### src/rtl/pc_gen.sv
// pc_gen: program counter generator with branch/jump resolution, halt state
// and a circular return-address stack.
//   clk            in   rising-edge clock
//   rst            in   asynchronous active-low reset
//   instr          in   fetched instruction, opcode in instr[15:11]
//   rs             in   register operand for JR/JALR targets
//   ext_imm        in   sign-extended immediate/displacement
//   branch_taken   in   resolved condition for opcode 011xx
//   stall          in   hold PC, state and RAS
//   redirect_valid in   late-stage flush request (highest priority)
//   redirect_pc    in   flush target
//   instr_addr     out  current PC (registered)
//   pc_plus        out  instr_addr + INC
//   halt           out  high while HALTED
//   ras_top        out  newest RAS entry, 0 when empty
//   ras_empty      out  RAS holds no entries
module pc_gen #(
    parameter int               WIDTH     = 16,
    parameter logic [WIDTH-1:0] RESET_PC  = '0,
    parameter int               INC       = 2,
    parameter int               RAS_DEPTH = 4
) (
    input  logic             clk,
    input  logic             rst,
    input  logic [15:0]      instr,
    input  logic [WIDTH-1:0] rs,
    input  logic [WIDTH-1:0] ext_imm,
    input  logic             branch_taken,
    input  logic             stall,
    input  logic             redirect_valid,
    input  logic [WIDTH-1:0] redirect_pc,
    output logic [WIDTH-1:0] instr_addr,
    output logic [WIDTH-1:0] pc_plus,
    output logic             halt,
    output logic [WIDTH-1:0] ras_top,
    output logic             ras_empty
);
    localparam int PW = $clog2(RAS_DEPTH);
    localparam int CW = PW + 1;
    localparam logic [0:0] RUN    = 1'b0;
    localparam logic [0:0] HALTED = 1'b1;

    logic [0:0]       state_q, state_d;
    logic [WIDTH-1:0] pc_q, pc_d;
    logic [WIDTH-1:0] ras_q [RAS_DEPTH];
    logic [WIDTH-1:0] ras_d [RAS_DEPTH];
    logic [PW-1:0]    wr_q, wr_d;
    logic [CW-1:0]    cnt_q, cnt_d;
    logic [4:0]       opc;
    logic             is_br, is_j, is_jr, is_jal, is_jalr, is_halt, run, adv, push, pop;
    logic [WIDTH-1:0] tgt;
    logic             unused_instr;

    assign unused_instr = ^instr[10:0];
    assign instr_addr   = pc_q;
    assign pc_plus      = pc_q + WIDTH'(INC);
    assign halt         = state_q == HALTED;
    assign ras_empty    = cnt_q == '0;
    // wr_q points at the next free slot, so the newest entry sits just below it
    assign ras_top      = ras_empty ? '0 : ras_q[wr_q - PW'(1)];

    always_comb begin
        opc     = instr[15:11];
        is_br   = opc[4:2] == 3'b011;
        is_j    = opc == 5'b00100;
        is_jr   = opc == 5'b00101;
        is_jal  = opc == 5'b00110;
        is_jalr = opc == 5'b00111;
        is_halt = opc == 5'b00000;
        run     = state_q == RUN;
        adv     = !redirect_valid && !stall && run && !is_halt;
        tgt     = is_br ? (branch_taken ? pc_plus + ext_imm : pc_plus) :
                  (is_j || is_jal) ? pc_plus + ext_imm :
                  (is_jr || is_jalr) ? rs + ext_imm : pc_plus;
        pc_d    = redirect_valid ? redirect_pc : adv ? tgt : pc_q;
        state_d = redirect_valid ? RUN : (!stall && run && is_halt) ? HALTED : state_q;
        push    = adv && (is_jal || is_jalr);
        // popping an empty stack is a no-op
        pop     = adv && is_jr && !ras_empty;
        ras_d   = ras_q;
        if (push) ras_d[wr_q] = pc_plus;
        wr_d    = push ? wr_q + PW'(1) : pop ? wr_q - PW'(1) : wr_q;
        // a push when full overwrites the oldest slot; count saturates
        cnt_d   = push ? (cnt_q == CW'(RAS_DEPTH) ? cnt_q : cnt_q + CW'(1)) :
                  pop ? cnt_q - CW'(1) : cnt_q;
    end

    always_ff @(posedge clk or negedge rst) begin
        if (!rst) begin
            state_q <= RUN;
            pc_q    <= RESET_PC;
            ras_q   <= '{default: '0};
            wr_q    <= '0;
            cnt_q   <= '0;
        end else begin
            state_q <= state_d;
            pc_q    <= pc_d;
            ras_q   <= ras_d;
            wr_q    <= wr_d;
            cnt_q   <= cnt_d;
        end
    end
endmodule

### config.mk
export PLATFORM = sky130hd
export DESIGN_NAME = pc_gen
export DESIGN_NICKNAME = d
export VERILOG_FILES = /design/src/rtl/pc_gen.sv
export SDC_FILE = /design/constraint.sdc
export NUM_CORES = 1
export LEC_CHECK = 0
export ABC_CLOCK_PERIOD_IN_PS = 8400
export BUFFER_PORTS_ARGS = -buffer_cell sky130_fd_sc_hd__buf_2
export CAP_MARGIN = 20
export CORE_UTILIZATION = 60
export CTS_CLUSTER_SIZE = 24
export DETAILED_ROUTE_END_ITERATION = 12
export PLACE_DENSITY_LB_ADDON = 0.3
export SLEW_MARGIN = 0
export SYNTH_ARGS = -nofsm -noshare
export SYNTH_HDL_FRONTEND = slang
export SYNTH_SLANG_ARGS = --single-unit
### constraint.sdc
create_clock -name clk -period 8.4 [get_ports clk]
set_clock_uncertainty 0.15 [all_clocks]
set_input_delay 0.84 -clock clk [delete_from_list [all_inputs] [get_ports clk]]
set_output_delay 0.84 -clock clk [all_outputs]
set_load 0.01 [all_outputs]
==> metrics.md <==
| Metric | Value |
|---|---|
| Status | `finished, final reports clean` |
| Final Critical Period | `between 3000 and 4000 ps` |
| Synth warnings | `0` |
| Drc violations | `0` |
| Core region area | `approximately 9900 µm²` |
| Dpl hpwl | `approximately 12000 µm` |
| LEAKAGE | `around 0.0032 µW` |
| VDD IR max | `roughly 210 µV` |
| Final Hold Fails | `0` |
| Io pins | `around 120` |
| Pins Over Slew Limit | `0` |
| WP data arrival | `about 3900 ps` |
| Synth Instances | `672` |
| Ys async rst share | `100%` |
| Placer Congestion | `roughly 0.9` |
| Detailed Route WL | `15500 µm` |
| PwrDens | `~210 nW/µm²` |
| Initial antenna violation count | `0` |
| Slew margin rel. | `around a third` |
| Worst-path clk slew | `~80 ps` |
| Cell variety after synth | `between 70 and 80` |
| Synth Net Count | `between 700 and 800` |
| Initial Util | `a little over three fifths` |
| Power, Total | `around 1500 µW` |
| CP Max Fanout | `10` |
| TritonCTS sink count | `86` |
| Drt first-iter violations | `320` |
| Max Clock Freq | `263 MHz` |
| Total track usage | `between 30 and 40%` |
| Hold/Removal Path Class | `input port to asynchronous set/reset pin` |
| Layout area overhead | `12.9%` |
| Max_cap viols | `0` |
| Drt first pass iters | `5` |
| Port Buffers | `approximately 110` |
| RSZ-0062 raised after global routing | `false` |
| Synth Area per Inst | `9.17 µm²` |
| Period Utilization, post-route | `between 40 and 50%` |
| Grt ovf | `0` |
| CTS Root Buffer Type | `clkbuf_8` |
| Slew at the pin with the worst max-slew slack | `about 980 ps` |
| WP data required | `8480 ps` |
| Final ANT Viol Nets | `0` |
| Kind of critical path | `register to register` |
| Synthesized area | `approximately 6200 µm²` |
| Sequential share of the synthesized area | `approximately a third` |
| Final setup violation count | `0` |
| Largest net degree at the start of global routing | `between 80 and 90` |
| Htree depth | `3` |
| Die Wd | `103 µm` |
| Post-CTS setup buffer count | `0` |
| Clk_lat worst skew | `360 ps` |
| Post_cts resized | `0` |
| Top FF cell, synth | `dfrtp_1` |
| CTS max path bufs | `2` |
| CTS tree | `done` |
| Die area | `roughly 11000 µm²` |
| Ant diodes | `0` |
| First-pass GRT wire length | `24900 µm` |
| Startpoint types | `register` |
| Inserted Clock Buffers | `9` |
| # hold bufs at CTS | `0` |
| Routed len/inst | `17.2 µm` |
| Proportion of layout cells with a drive suffix above 1 | `about 23%` |
| #FFs+latches synth | `86` |
| Post-synth EDFFs | `0` |
| Vias | `approximately 5.4k` |
| Final setup TNS | `0 ps` |
| Vias in the first global route | `between 5k and 6k` |
| # rows | `36` |
| Vias per cell | `6.05` |
| DIE HEIGHT | `about 100 µm` |
| Count of nets after finishing | `869` |
| Critical Path End Type | `register` |
-- worst paths after layout --
path                                     from             end  slack [ps]  cells after the start
worst max-delay path            instr_addr[1]  instr_addr[10]        4600                     12
worst min-delay path                      rst       ras_q[35]         270                      1
worst max register to register  instr_addr[1]  instr_addr[10]        4600                     12
worst min register to register      ras_q[30]       ras_q[30]         330                      2
max in group asynchronous                 rst       ras_q[31]        7230                      2
min in group clk                    ras_q[30]       ras_q[30]         330                      2
-- kinds of logic (layout without fill, tap and decap cells) --
kind of cell | after synthesis | after routing | share of synthesized area [%]
compound gates | 198 | 198 | 21.7
xor+xnor | 40 | 40 | 5.68
fa+ha+maj | 41 | 41 | 8.69
buf+inv | 59 | 151 | 4.18
flops | 86 | 86 | 34.9
mux | 27 | 27 | 7.81
simple gates | 221 | 221 | 17.1
-- metal layers --
layer  vias to the layer above  track usage (%)  wire, µm
li1                       2599                -         -
met1                      2629             39.7      6610
met2                       173             53.4      7710
met3                        22             4.84       876
met4                         0             8.78       269
met5                         -                0         0
-- where the power goes --
part           leakage, µW  switching, µW  internal [µW]  total [µW]
clock network     0.000110            141            175         316
registers          0.00115           55.4            483         538
logic              0.00195            344            268         611
total              0.00320            541            925        1470
-- worst max-delay path: stages, from the launching register on --
cell and delay (ps):
dfrtp_1 500, ha_1 290, and3_1 280, and3_1 220
xnor2_1 330, inv_1 190, ha_1 290, or4_4 540
o22ai_4 190, nor3_1 80, o31a_1 290, a211oi_2 220
o31ai_2 90
-- Yosys cell counts, drive strengths merged (3+ instances only) --
cell type | n | share of area [%]
and3 | 4 | 0.41
nor3 | 15 | 1.5
ha | 38 | 7.7
nand2b | 5 | 0.51
a41oi | 3 | 0.85
dfrtp | 86 | 35
nor2b | 21 | 2.1
o221ai | 4 | 0.77
a221oi | 3 | 0.53
mux4 | 16 | 5.8
a31oi | 7 | 0.71
inv | 25 | 1.5
nand3 | 11 | 0.89
and4 | 4 | 0.57
clkbuf | 21 | 1.3
nand2 | 104 | 6.4
xnor2 | 29 | 4.1
o22ai | 3 | 0.53
xor2 | 11 | 1.6
a211oi | 6 | 0.81
mux2 | 9 | 1.6
a21oi | 31 | 2.6
o211ai | 7 | 0.93
nand4 | 4 | 0.51
nor2 | 41 | 2.5
a21o | 9 | 1.1
a22oi | 3 | 0.37
a222oi | 4 | 0.65
o2111ai | 4 | 0.67
fa | 3 | 0.97
o21a | 6 | 0.73
o21ai | 90 | 7.4
o31ai | 3 | 0.67
buf | 13 | 1.4
-- state kept, by name, indices dropped and copies added, names as in the netlist --
name and flops:
ras_q 64, cnt_q 3, wr_q 2, halt 1, instr_addr 16
-- per-stage QoR --
step / hold WS (ps) / cell area (µm²) / std cells / setup slack, ps / util, %
after global routing: 291 / 6960 / 897 / 4340 / 70.6
after floorplan: 295 / 6160 / 672 / 4980 / -
after global placement: 306 / 6720 / 880 / 4740 / 68.1
after detailed placement: 316 / 6720 / 880 / 4640 / 68.1
after CTS: 334 / 6940 / 896 / 4610 / 70.3
final: 273 / 6960 / 897 / 4600 / 70.6
-- layout make-up --
cell class	count	area [µm²]
clock buffer	12	145
fill	794	2900
sequential	86	2150
multi-input combinational	527	3750
inverter	25	93.8
tap	133	166
timing repair buffer	110	581
clock inverter	4	70.1
-- placed cells by master (no fill, tap or decap), types with 13 or more instances in the layout --
cell type	instances
buf_2	106
nand2_1	103
dfrtp_1	86
o21ai_0	85
nor2_1	41
ha_1	38
a21oi_1	30
xnor2_1	29
inv_1	24
nor2b_1	21
mux4_2	16
nor3_1	13
(Power assumes the default switching activity.)
